$ cat src/rtl/lcd_timing_ctrl.sv
// -----------------------------------------------------------------------------
// lcd_timing_ctrl
// Scan-timing sequencer for the LCD/PPU. It owns the dot and line counters,
// derives the STAT mode (2 OAM search, 3 transfer, 0 HBlank, 1 VBlank), and
// generates the LY/LYC coincidence flag, the VBlank and STAT interrupt pulses
// and the line/frame strobes for the pixel fetcher. It also arbitrates OAM and
// VRAM between the CPU and the PPU from the current mode.
//
// Optional build macro: LCD_STAT_BLOCKING_EN
//   defined   : stat_irq fires only on a rising edge of the OR of all enabled
//               STAT sources (a source rising while another is high is hidden).
//   undefined : stat_irq fires whenever any individual source rises.
//
// Ports:
//   clk, reset_n        clock, asynchronous active-low reset
//   dot_en              one pulse per dot
//   lcd_enable          LCDC.LCDEnable, sampled every clk
//   lyc[7:0]            LY compare value
//   stat_ie[3:0]        [0] mode0, [1] mode1, [2] mode2, [3] coincidence
//   cpu_oam_req/vram    CPU access requests
//   ly, dot, mode       current line, dot within line, STAT mode
//   coincidence         registered ly == lyc
//   vblank_irq/stat_irq one-clk interrupt pulses
//   line_start          one-clk pulse at dot 0 of each visible line
//   frame_start         one-clk pulse at line 0 dot 0
//   cpu_*_gnt           CPU access granted (combinational)
//   ppu_*_sel           memory owned by the PPU (combinational)
// -----------------------------------------------------------------------------
module lcd_timing_ctrl #(
  parameter logic [8:0] DOTS_PER_LINE = 9'd456,
  parameter logic [7:0] VISIBLE_LINES = 8'd144,
  parameter logic [7:0] TOTAL_LINES   = 8'd154,
  parameter logic [8:0] OAM_DOTS      = 9'd80,
  parameter logic [8:0] XFER_DOTS     = 9'd172
) (
  input  logic       clk,
  input  logic       reset_n,
  input  logic       dot_en,
  input  logic       lcd_enable,
  input  logic [7:0] lyc,
  input  logic [3:0] stat_ie,
  input  logic       cpu_oam_req,
  input  logic       cpu_vram_req,
  output logic [7:0] ly,
  output logic [8:0] dot,
  output logic [1:0] mode,
  output logic       coincidence,
  output logic       vblank_irq,
  output logic       stat_irq,
  output logic       line_start,
  output logic       frame_start,
  output logic       cpu_oam_gnt,
  output logic       cpu_vram_gnt,
  output logic       ppu_oam_sel,
  output logic       ppu_vram_sel
);

  localparam logic [1:0] MODE_HBLANK = 2'd0;
  localparam logic [1:0] MODE_VBLANK = 2'd1;
  localparam logic [1:0] MODE_OAM    = 2'd2;
  localparam logic [1:0] MODE_XFER   = 2'd3;

  localparam logic [8:0] LAST_DOT  = DOTS_PER_LINE - 9'd1;
  localparam logic [7:0] LAST_LINE = TOTAL_LINES - 8'd1;
  localparam logic [8:0] XFER_END  = OAM_DOTS + XFER_DOTS;

  logic       running_q, running_d;
  logic [8:0] dot_q, dot_d;
  logic [7:0] ly_q, ly_d;
  logic [1:0] mode_q, mode_d;
  logic       coinc_q, coinc_d;
  logic       vblank_irq_q, vblank_irq_d;
  logic       stat_irq_q, stat_irq_d;
  logic       line_start_q, line_start_d;
  logic       frame_start_q, frame_start_d;
  // STAT source vector of the registered state; doubles as the edge detector.
  logic [3:0] src_q, src_d;

  // Mode as a pure function of a (line, dot) position.
  function automatic logic [1:0] mode_decode(input logic [7:0] l, input logic [8:0] d);
    logic [1:0] m;
    if (l >= VISIBLE_LINES) begin
      m = MODE_VBLANK;
    end else if (d < OAM_DOTS) begin
      m = MODE_OAM;
    end else if (d < XFER_END) begin
      m = MODE_XFER;
    end else begin
      m = MODE_HBLANK;
    end
    return m;
  endfunction

  // Next-state for counters, mode, flags and pulses.
  always_comb begin
    running_d     = running_q;
    dot_d         = dot_q;
    ly_d          = ly_q;
    line_start_d  = 1'b0;
    frame_start_d = 1'b0;

    if (!lcd_enable) begin
      running_d = 1'b0;
      dot_d     = 9'd0;
      ly_d      = 8'd0;
    end else if (!running_q) begin
      // Start-up cycle: counters stay at (0,0) and both strobes fire.
      running_d     = 1'b1;
      line_start_d  = 1'b1;
      frame_start_d = 1'b1;
    end else if (dot_en) begin
      if (dot_q == LAST_DOT) begin
        dot_d = 9'd0;
        if (ly_q == LAST_LINE) begin
          ly_d = 8'd0;
        end else begin
          ly_d = ly_q + 8'd1;
        end
        line_start_d  = (ly_d < VISIBLE_LINES);
        frame_start_d = (ly_d == 8'd0);
      end else begin
        dot_d = dot_q + 9'd1;
      end
    end else begin
      running_d = running_q;
    end

    // Mode/coincidence registers carry the decode of the next counter values.
    mode_d  = running_d ? mode_decode(ly_d, dot_d) : MODE_HBLANK;
    coinc_d = running_d & (ly_d == lyc);

    // Mode 1 is only ever entered by the wrap into the first VBlank line.
    vblank_irq_d = running_q & running_d & (mode_d == MODE_VBLANK) & (mode_q != MODE_VBLANK);

    if (running_d) begin
      src_d = {stat_ie[3] & coinc_d,
               stat_ie[2] & (mode_d == MODE_OAM),
               stat_ie[1] & (mode_d == MODE_VBLANK),
               stat_ie[0] & (mode_d == MODE_HBLANK)};
    end else begin
      src_d = 4'b0000;
    end

`ifdef LCD_STAT_BLOCKING_EN
    stat_irq_d = (|src_d) & ~(|src_q);
`else
    stat_irq_d = |(src_d & ~src_q);
`endif
  end

  // State register.
  always_ff @(posedge clk or negedge reset_n) begin
    if (!reset_n) begin
      running_q     <= 1'b0;
      dot_q         <= 9'd0;
      ly_q          <= 8'd0;
      mode_q        <= MODE_HBLANK;
      coinc_q       <= 1'b0;
      vblank_irq_q  <= 1'b0;
      stat_irq_q    <= 1'b0;
      line_start_q  <= 1'b0;
      frame_start_q <= 1'b0;
      src_q         <= 4'b0000;
    end else begin
      running_q     <= running_d;
      dot_q         <= dot_d;
      ly_q          <= ly_d;
      mode_q        <= mode_d;
      coinc_q       <= coinc_d;
      vblank_irq_q  <= vblank_irq_d;
      stat_irq_q    <= stat_irq_d;
      line_start_q  <= line_start_d;
      frame_start_q <= frame_start_d;
      src_q         <= src_d;
    end
  end

  assign ly          = ly_q;
  assign dot         = dot_q;
  assign mode        = mode_q;
  assign coincidence = coinc_q;
  assign vblank_irq  = vblank_irq_q;
  assign stat_irq    = stat_irq_q;
  assign line_start  = line_start_q;
  assign frame_start = frame_start_q;

  // Memory ownership follows the registered mode; grants drop in the same
  // cycle the lock begins, with no queuing of held requests.
  assign ppu_oam_sel  = running_q & ((mode_q == MODE_OAM) | (mode_q == MODE_XFER));
  assign ppu_vram_sel = running_q & (mode_q == MODE_XFER);
  assign cpu_oam_gnt  = cpu_oam_req & ~ppu_oam_sel;
  assign cpu_vram_gnt = cpu_vram_req & ~ppu_vram_sel;

endmodule

$ cat config.mk
export PLATFORM = sky130hd
export DESIGN_NAME = lcd_timing_ctrl
export DESIGN_NICKNAME = d
export VERILOG_FILES = /design/src/rtl/lcd_timing_ctrl.sv
export SDC_FILE = /design/constraint.sdc
export NUM_CORES = 1
export LEC_CHECK = 0
export BUFFER_PORTS_ARGS = -buffer_cell sky130_fd_sc_hd__buf_2
export CORE_MARGIN = 8
export CORE_UTILIZATION = 45
export CTS_CLUSTER_SIZE = 8
export DETAILED_ROUTE_END_ITERATION = 8
export GPL_TIMING_DRIVEN = 0
export PLACE_DENSITY = 0.72
export SLEW_MARGIN = 20
export SYNTH_ARGS = -nofsm -noshare
export SYNTH_HDL_FRONTEND = slang
export SYNTH_SLANG_ARGS = --single-unit
$ cat constraint.sdc
create_clock -name clk -period 3.8 [get_ports clk]
set_input_delay 0.19 -clock clk [delete_from_list [all_inputs] [get_ports clk]]
set_output_delay 0.19 -clock clk [all_outputs]
set_load 0.05 [all_outputs]
# Word level (Yosys, flattened, before mapping)
# Cells that the tools add are included.
# totals
regBits	29
input_bits	18
word_cells	71
output_inout_bits	28
# classes
n_lt_le_gt_ge	4
addsub	2
bitwise_logic	17
n_eq_ne	8
reduce_logical	3
muxes	27
# ops
op	n
$mux 8	9
$mux 9	4
$and 1x1->1	12
$add 9x1->9 const B	1
$eq 9x9->1 const B	1
$lt 9x7->1 const B	1
$lt 9x8->1 const B	1
$mux 1	9
$add 8x1->8 const B	1
$eq 8x8->1	1
$eq 8x8->1 const B	1
$ge 8x8->1 const B	1
$logic_not 8->1	1
$lt 8x8->1 const B	1
$mux 2	4
$eq 2x2->1 const B	3
$and 4x4->4	1
$mux 4	1
$not 4->4	1
$reduce_or 4->1	1
$eq 2x1->1 const B	1
$logic_not 2->1	1
$ne 2x1->1 const B	1
$not 1->1	2
$or 1x1->1	1

# Longest topological paths before layout
# Gate-level depths: netlist (run 1).
# depth
depth_word	18
mapped_depth	10
depth_no_buf	9

# Worst setup path after synthesis (run 1)
# OpenSTA, ideal clock, no wires.
# synth_timing
path_type	register -> register
start	reg dot_q[0], in the netlist dot[0]
end	reg stat_irq_q, in the netlist stat_irq
path_stages_with_launch	9
setup_ps	67
arrival_time_ps	2892
path_slack_ps	841
t_required_ps	3733
synth_period_minus_slack_ps	2959
n_path_buf	0
cell_sequence	dfrtp_1 > ha_1 > nand4_1 > nor3_4 > mux2i_1 > nor3_1 > or4_1 > nor4_4 > a311o_1
# synth_between
word_cells_on_any_way	29
cone_classes	add/sub: 1; order compare: 3; eq/ne: 4; mux: 13; bitwise: 6; reduce/logical: 2
# synth_lines
item	line_no	text
start, declared	68	logic [8:0] dot_q, dot_d;
start signal, assigned	166	dot_q <= dot_d;
$eq 9x9->1	112	if (dot_q == LAST_DOT) begin
$mux 8	112	
$mux 8	111	end else if (dot_en) begin
$mux 8	106	end else if (!running_q) begin
$mux 8	102	if (!lcd_enable) begin
$eq 8x8->1	130	coinc_d = running_d & (ly_d == lyc);
$and 1x1->1	130	
net coinc_d	71	logic coinc_q, coinc_d;
$and 1x1->1	136	src_d = {stat_ie[3] & coinc_d,
$mux 4	135	if (running_d) begin
$and 4x4->4	147	stat_irq_d = |(src_d & ~src_q);
$reduce_or 4->1	147	
net stat_irq_d	73	logic stat_irq_q, stat_irq_d;
end signal, assigned	171	stat_irq_q <= stat_irq_d;
end, declared	73	
# The timed path passes the listed nets, and every way through them passes these cells.

# Worst setup path in the final report (run 1)
# layout_timing
start	reg ly_q[1], in the netlist ly[1]
end	reg stat_irq_q, in the netlist stat_irq
# layout_between
word_cells_on_any_way	26
cone_classes	add/sub: 1; order compare: 1; eq/ne: 4; mux: 12; bitwise: 6; reduce/logical: 2
# layout_lines
item	line_no	text
start, declared	69	logic [7:0] ly_q, ly_d;
start signal, assigned	167	ly_q <= ly_d;
$add 8x1->8 / $eq 8x8->1 (equally long branches)	117, 114	
$mux 8	114	if (ly_q == LAST_LINE) begin
$mux 8	112	
$mux 8	111	
$mux 8	106	
$mux 8	102	
$mux 8	112	
$mux 8	111	
[... 2 more ...]	n/a	
$eq 8x8->1 (*)	130	
$and 1x1->1 (*)	130	
net coinc_d	71	
$and 1x1->1 (*)	136	
$mux 4 (*)	135	
$and 4x4->4 (*)	147	
$reduce_or 4->1 (*)	147	
net stat_irq_d	73	
# The timed path passes the listed nets; every way through them passes the cells marked *. The select of a mux whose other input is x is not followed.

==> results of run 1 <==
## worst max-delay path by stage
stage                                  start            endpoint  slack, ns
after floorplan           dot[0]$_DFFE_PN0P_  stat_irq$_DFF_PN0_       0.84
after global placement      dot[3]$_DFF_PN0_  stat_irq$_DFF_PN0_       0.79
after detailed placement     ly[1]$_DFF_PN0_  stat_irq$_DFF_PN0_       0.82
after CTS                    ly[1]$_DFF_PN0_  stat_irq$_DFF_PN0_       0.77
after global routing         ly[1]$_DFF_PN0_  stat_irq$_DFF_PN0_       0.51
final                        ly[1]$_DFF_PN0_  stat_irq$_DFF_PN0_       0.72
## final cells by class
class,instances,area [um^2],share of cell area
Clock buffer,6,82.6,0.0320
Multi-Input combinational cell,190,1310,0.507
Sequential cell,29,726,0.281
Clock inverter,2,37.5,0.0145
Tap cell,54,67.6,0.0262
Timing Repair Buffer,45,230,0.0891
Buffer,17,85.1,0.0329
Inverter,12,45.0,0.0174
## cell usage after synthesis, drive strengths merged, types with 3 or more instances
cell    count  area (um^2)
a21oi      15         75.1
a311o       3         30.0
a31oi       3         18.8
and2        7         46.3
and3        6         37.5
buf         8         51.3
clkbuf      9         33.8
dfrtp      29          726
ha          3         37.5
inv        12         45.0
nand2      15         56.3
nand2b      3         18.8
nand3      17         90.1
nand4       6         37.5
nor2       18         67.6
nor2b       4         25.0
nor3       12         71.3
nor4        5         46.3
nor4b       3         47.5
o211ai      3         22.5
o21a        4         30.0
o21ai      11         62.6
o32ai       3         26.3
o41ai       3         41.3
or4         3         22.5
xnor2       3         26.3
## sequential cells by signal (all words and copies together) (netlist names), 2 cells and up
register / flops
dot: 9
ly: 8
mode: 2
src_q: 4
## worst max-delay path: stages, from the launching register on
cell      delay (ns)
dfrtp_1         0.48
inv_1           0.13
ha_1            0.16
nor4b_2         0.47
nand3_1         0.31
a311oi_1        0.43
a21oi_1         0.07
or4_1           0.45
nor4_4          0.29
a311o_1         0.21
## cells by family (layout without fill, tap and decap cells)
| family | after synthesis | after routing | synth area share |
|---|---|---|---|
| AO/OA/AOI/OAI | 71 | 71 | 0.254 |
| XOR/XNOR | 4 | 4 | 0.0162 |
| adder cells (fa/ha/maj) | 3 | 3 | 0.0173 |
| buffers and inverters | 29 | 82 | 0.0601 |
| flip-flops | 29 | 29 | 0.335 |
| multiplexers | 3 | 3 | 0.0144 |
| AND/OR/NAND/NOR | 109 | 109 | 0.303 |
## routing by layer
metal / track usage / up-vias / wire length (um)
met1: 0.249 / 1099 / 2960
li1: - / 1050 / -
met5: 0 / - / 0
met3: 0.0454 / 9 / 503
met4: 0.0494 / 0 / 91
met2: 0.289 / 113 / 3020
## where the power goes
group          internal (mW)  switching [mW]
combinational         0.0236          0.0558
clock                  0.213           0.131
sequential             0.313         0.00325
total                  0.550           0.190
## stage by stage
step	setup WS (ns)	area (um^2)	instances	hold WS [ns]	utilization
after global placement	0.785	2450	346	0.264	0.523
after detailed placement	0.820	2450	346	0.282	0.523
after CTS	0.772	2580	355	0.0250	0.551
after global routing	0.514	2580	355	0.0317	0.551
after floorplan	0.841	2170	248	-0.106	-
final	0.723	2580	355	0.0349	0.551
## timing repair
action                                 in CTS  in global routing
endpoints found under the hold margin      29                  0
setup endpoints to repair                   0                  0
hold buffers                                1                  0
==> flow_metrics.tcl, run 1 <==
set metrics [dict create \
    status "completed" \
    peakVddDrop_uv 176 \
    synth_flop_cell "dfrtp_1" \
    setup_viol 0 \
    grt_pass1_vias 2218 \
    hold_path.class "input port to flop" \
    numCtsBuffers 5 \
    post_cts_resized 0 \
    syn_nets 269 \
    grt_overflow 0 \
    slew_viol_final 0 \
    synth_area_um2 2170 \
    die_w_um 85.4 \
    vias_per_cell 6.40 \
    avgRoutedWirePerCell_um 18.5 \
    insertion_delay_ns 0.28 \
    hold_depth 1 \
    final_cell_mix "buf_2, dfrtp_1, nor2_1" \
    place_congestion 0.992 \
    seq_area_frac_synth 0.335 \
    worst_slew_pin_slew_ns 0.691 \
    synthCells 248 \
    nFillCells 446 \
    vias 2271 \
    h-tree-depth 2 \
    die_h_um 85.4 \
    finalClockSkew_ns 0.00679 \
    synth_edf_count 0 \
    min_from "lcd_enable" \
    drt_iter0_markers 233 \
    worstHoldEndpoint "running_q$_DFF_PN0_" \
    fp-row-count 25 \
    clockBufferDepth 2 \
    end_kind "flop" \
    coreArea_um2 4690 \
    grt_antenna_before_repair 0 \
    diodes 0 \
    dp_hpwl_mm 4.88 \
    grt_pass1_wl_mm 10.9 \
    fin_tns_setup_ns 0 \
    crit_type "flop to flop" \
    worstReg2RegStart "ly[1]$_DFF_PN0_" \
    grt_max_degree 30 \
    ys_types 71 \
    cp.arrival_ns 3.29 \
    async_reset_ff_frac 1.00 \
    rrSetupSlack_ns 0.72 \
    finalCritPeriodShare 0.810 \
    cp_data_required_time_ns 4.02 \
    layout.nets 321 \
    clock.fmax_ghz 0.325 \
    ios 46 \
    die-area_um2 7290 \
    track_usage 0.186 \
    drc_errors 0 \
    cts-root-buf "clkbuf_8" \
    drt-pass1-iter-count 5 \
    leakagePower_nw 1.13 \
    start_kind "flop" \
    slew_headroom 0.539 \
    avgSynthCellArea_um2 8.73 \
    portBuffers 44 \
    start_util 0.462 \
    post_cts_buffers 0 \
    finalPower_mw 0.740 \
    cp_max_fo 8 \
    yosys_warnings 0 \
    hold_violations 0 \
    r2r_end "stat_irq$_DFF_PN0_" \
    final_common_cell "buf_2" \
    ys_seq_elements 29 \
    drv_cap 0 \
    path_clk_slew_ns 0.07 \
    route.antenna.remaining_nets 0 \
    rsz0062_at_grt "false" \
    drive_gt1_frac 0.256 \
    p_per_area_nw_per_um2 286 \
    clock_sinks 29 \
    cts_tree "built" \
    wl_mm 6.58 \
    area_growth_pct 19.3 \
    finalCriticalPeriod_ns 3.08 \
    reg2regPathDepth 9 \
]
(Power assumes the default switching activity.)
==> inputs of run 2 (changes only) <==
Settings changed: PLACE_DENSITY 0.72 to 0.74.
Clock period 3.8 ns to 2.8 ns, I/O delays scaled along.
==> flow_metrics.tcl, run 2 (synthesis results as in run 1) <==
set metrics [dict create \
    grt_pass1_vias 2153 \
    final_cell_mix "buf_2, dfrtp_1, nor2_1" \
    drv_cap 0 \
    leakagePower_nw 1.20 \
    grt_use_met3 0.0347 \
    use_met1 0.243 \
    ios 46 \
    vias_per_cell 6.38 \
    drt-pass1-iter-count 5 \
    hold_path.class "input port to flop" \
    finalClockSkew_ns 0.00825 \
    largest_reg_flops 9 \
    dp_hpwl_mm 4.62 \
    crit_path_cell_trace "inv_1, ha_1, nor4b_4, nand3_2, a221o_1, a311o_1, a211o_1, nor4_4, a311o_1" \
    fp-row-count 25 \
    die_h_um 85.4 \
    cpMaxStageDelayCell "dfrtp_2" \
    nFillCells 411 \
    vias 2327 \
    final_common_cell "buf_2" \
    grt_overflow 0 \
    slew_viol_final 0 \
    holdWs_ns 0.0722 \
    die_w_um 85.4 \
    setup_viol 0 \
    met2_usage 0.283 \
    worstSetupPathDepth 9 \
    h-tree-depth 2 \
    clockBufferDepth 2 \
    clock_sinks 29 \
    area_growth_pct 27.2 \
    layout.nets 331 \
    cp_data_required_time_ns 3.02 \
    finalPower_mw 0.998 \
    peakVddDrop_uv 268 \
    drt_iter0_markers 507 \
    hold_violations 0 \
    slew_headroom 0.567 \
    insertion_delay_ns 0.28 \
    grt_pass1_wl_mm 10.7 \
    preCtsSetupSlack_ns -0.153 \
    reg2regPathDepth 9 \
    cp_max_fo 8 \
    fin_area_um2 2760 \
    crit_type "flop to flop" \
    path_common_cell "a311o_1" \
    status "completed" \
    avgRoutedWirePerCell_um 18.1 \
    drive_gt1_frac 0.341 \
    place_area_um2 2460 \
    route.antenna.remaining_nets 0 \
    cp.arrival_ns 2.92 \
    grt_antenna_before_repair 0 \
    drc_errors 0 \
    start_kind "flop" \
    worst_slack_ns 0.0959 \
    cts-root-buf "clkbuf_8" \
    end_kind "flop" \
    portBuffers 44 \
    coreArea_um2 4690 \
    p_per_area_nw_per_um2 362 \
    hold_depth 3 \
    busiest_layer "met2" \
    grt_max_degree 30 \
    track_usage 0.180 \
    path_clk_slew_ns 0.07 \
    numCtsBuffers 5 \
    die-area_um2 7290 \
    clock.fmax_ghz 0.370 \
    finalCriticalPeriod_ns 2.70 \
    crit_buf_inv 1 \
    cts_tree "built" \
    diodes 0 \
    crit_family "compound AO/OA/AOI/OAI gates" \
    place_congestion 0.992 \
    worst_slew_pin_slew_ns 0.650 \
    wl_mm 6.59 \
    start_util 0.462 \
    finalCritPeriodShare 0.966 \
    cpPeakStageDelay_ns 0.46 \
]
-- run 2: changes by cell type in the layout (fill, tap and decap cells not counted), sizes merged --
cell,before,now
clkbuf,15,14
dlygate4sd3,1,2
clkinvlp,1,0
buf,52,63
-- run 2: path summary, 6_finish.rpt --
path                                    start                 end  slack, ns
max                           ly[1]$_DFF_PN0_  stat_irq$_DFF_PN0_        0.1
min                                stat_ie[0]  src_q[0]$_DFF_PN0_       0.07
max reg2reg                   ly[1]$_DFF_PN0_  stat_irq$_DFF_PN0_        0.1
min reg2reg                src_q[3]$_DFF_PN0_  stat_irq$_DFF_PN0_       0.59
max in group asynchronous             reset_n  dot[0]$_DFFE_PN0P_       1.91
min in group asynchronous             reset_n  src_q[0]$_DFF_PN0_       0.42
-- run 2: layer usage --
layer  vias to the layer above  part of all wire
li1                       1071                 -
met1                      1084              0.42
met5                         -                 0
met4                         0             0.023
met2                       146              0.46
met3                        26             0.096
-- run 2: tightest hold or removal path, delay by kind of cell --
kind                   cells  cell delay, ns
and+or+nand+nor            2            0.08
buffers and inverters      1            0.10
-- run 2: repair_timing --
item / 4_1_cts / 5_1_grt
pin swaps: 1 / 5
endpoints found under the hold margin: 30 / 0
endpoints found under the setup margin: 3 / 3
hold buffers: 2 / 0
resized for setup: 2 / 15
setup buffers: 2 / 9
-- run 2: layout make-up --
cell class	instances	area, um^2	area share
Tap cell	54	67.6	0.0245
Sequential cell	29	737	0.267
Clock buffer	7	86.3	0.0313
Clock inverter	1	30.0	0.0109
Inverter	12	45.0	0.0163
Multi-Input combinational cell	190	1390	0.503
Buffer	15	77.6	0.0282
Timing Repair Buffer	57	327	0.119
-- run 2: stage by stage --
step / instances / TNS (ns) / utilization
after floorplan: 248 / 0 / -
after global placement: 346 / -0.306 / 0.525
after detailed placement: 346 / -0.280 / 0.525
after CTS: 357 / 0 / 0.559
after global routing: 365 / -0.0396 / 0.587
final: 365 / 0 / 0.587
-- run 2: where the power goes --
| group | switching [mW] | internal [mW] | leakage, nW |
|---|---|---|---|
| combinational | 0.0756 | 0.0339 | 0.763 |
| clock | 0.168 | 0.290 | 0.0585 |
| sequential | 0.00457 | 0.425 | 0.381 |
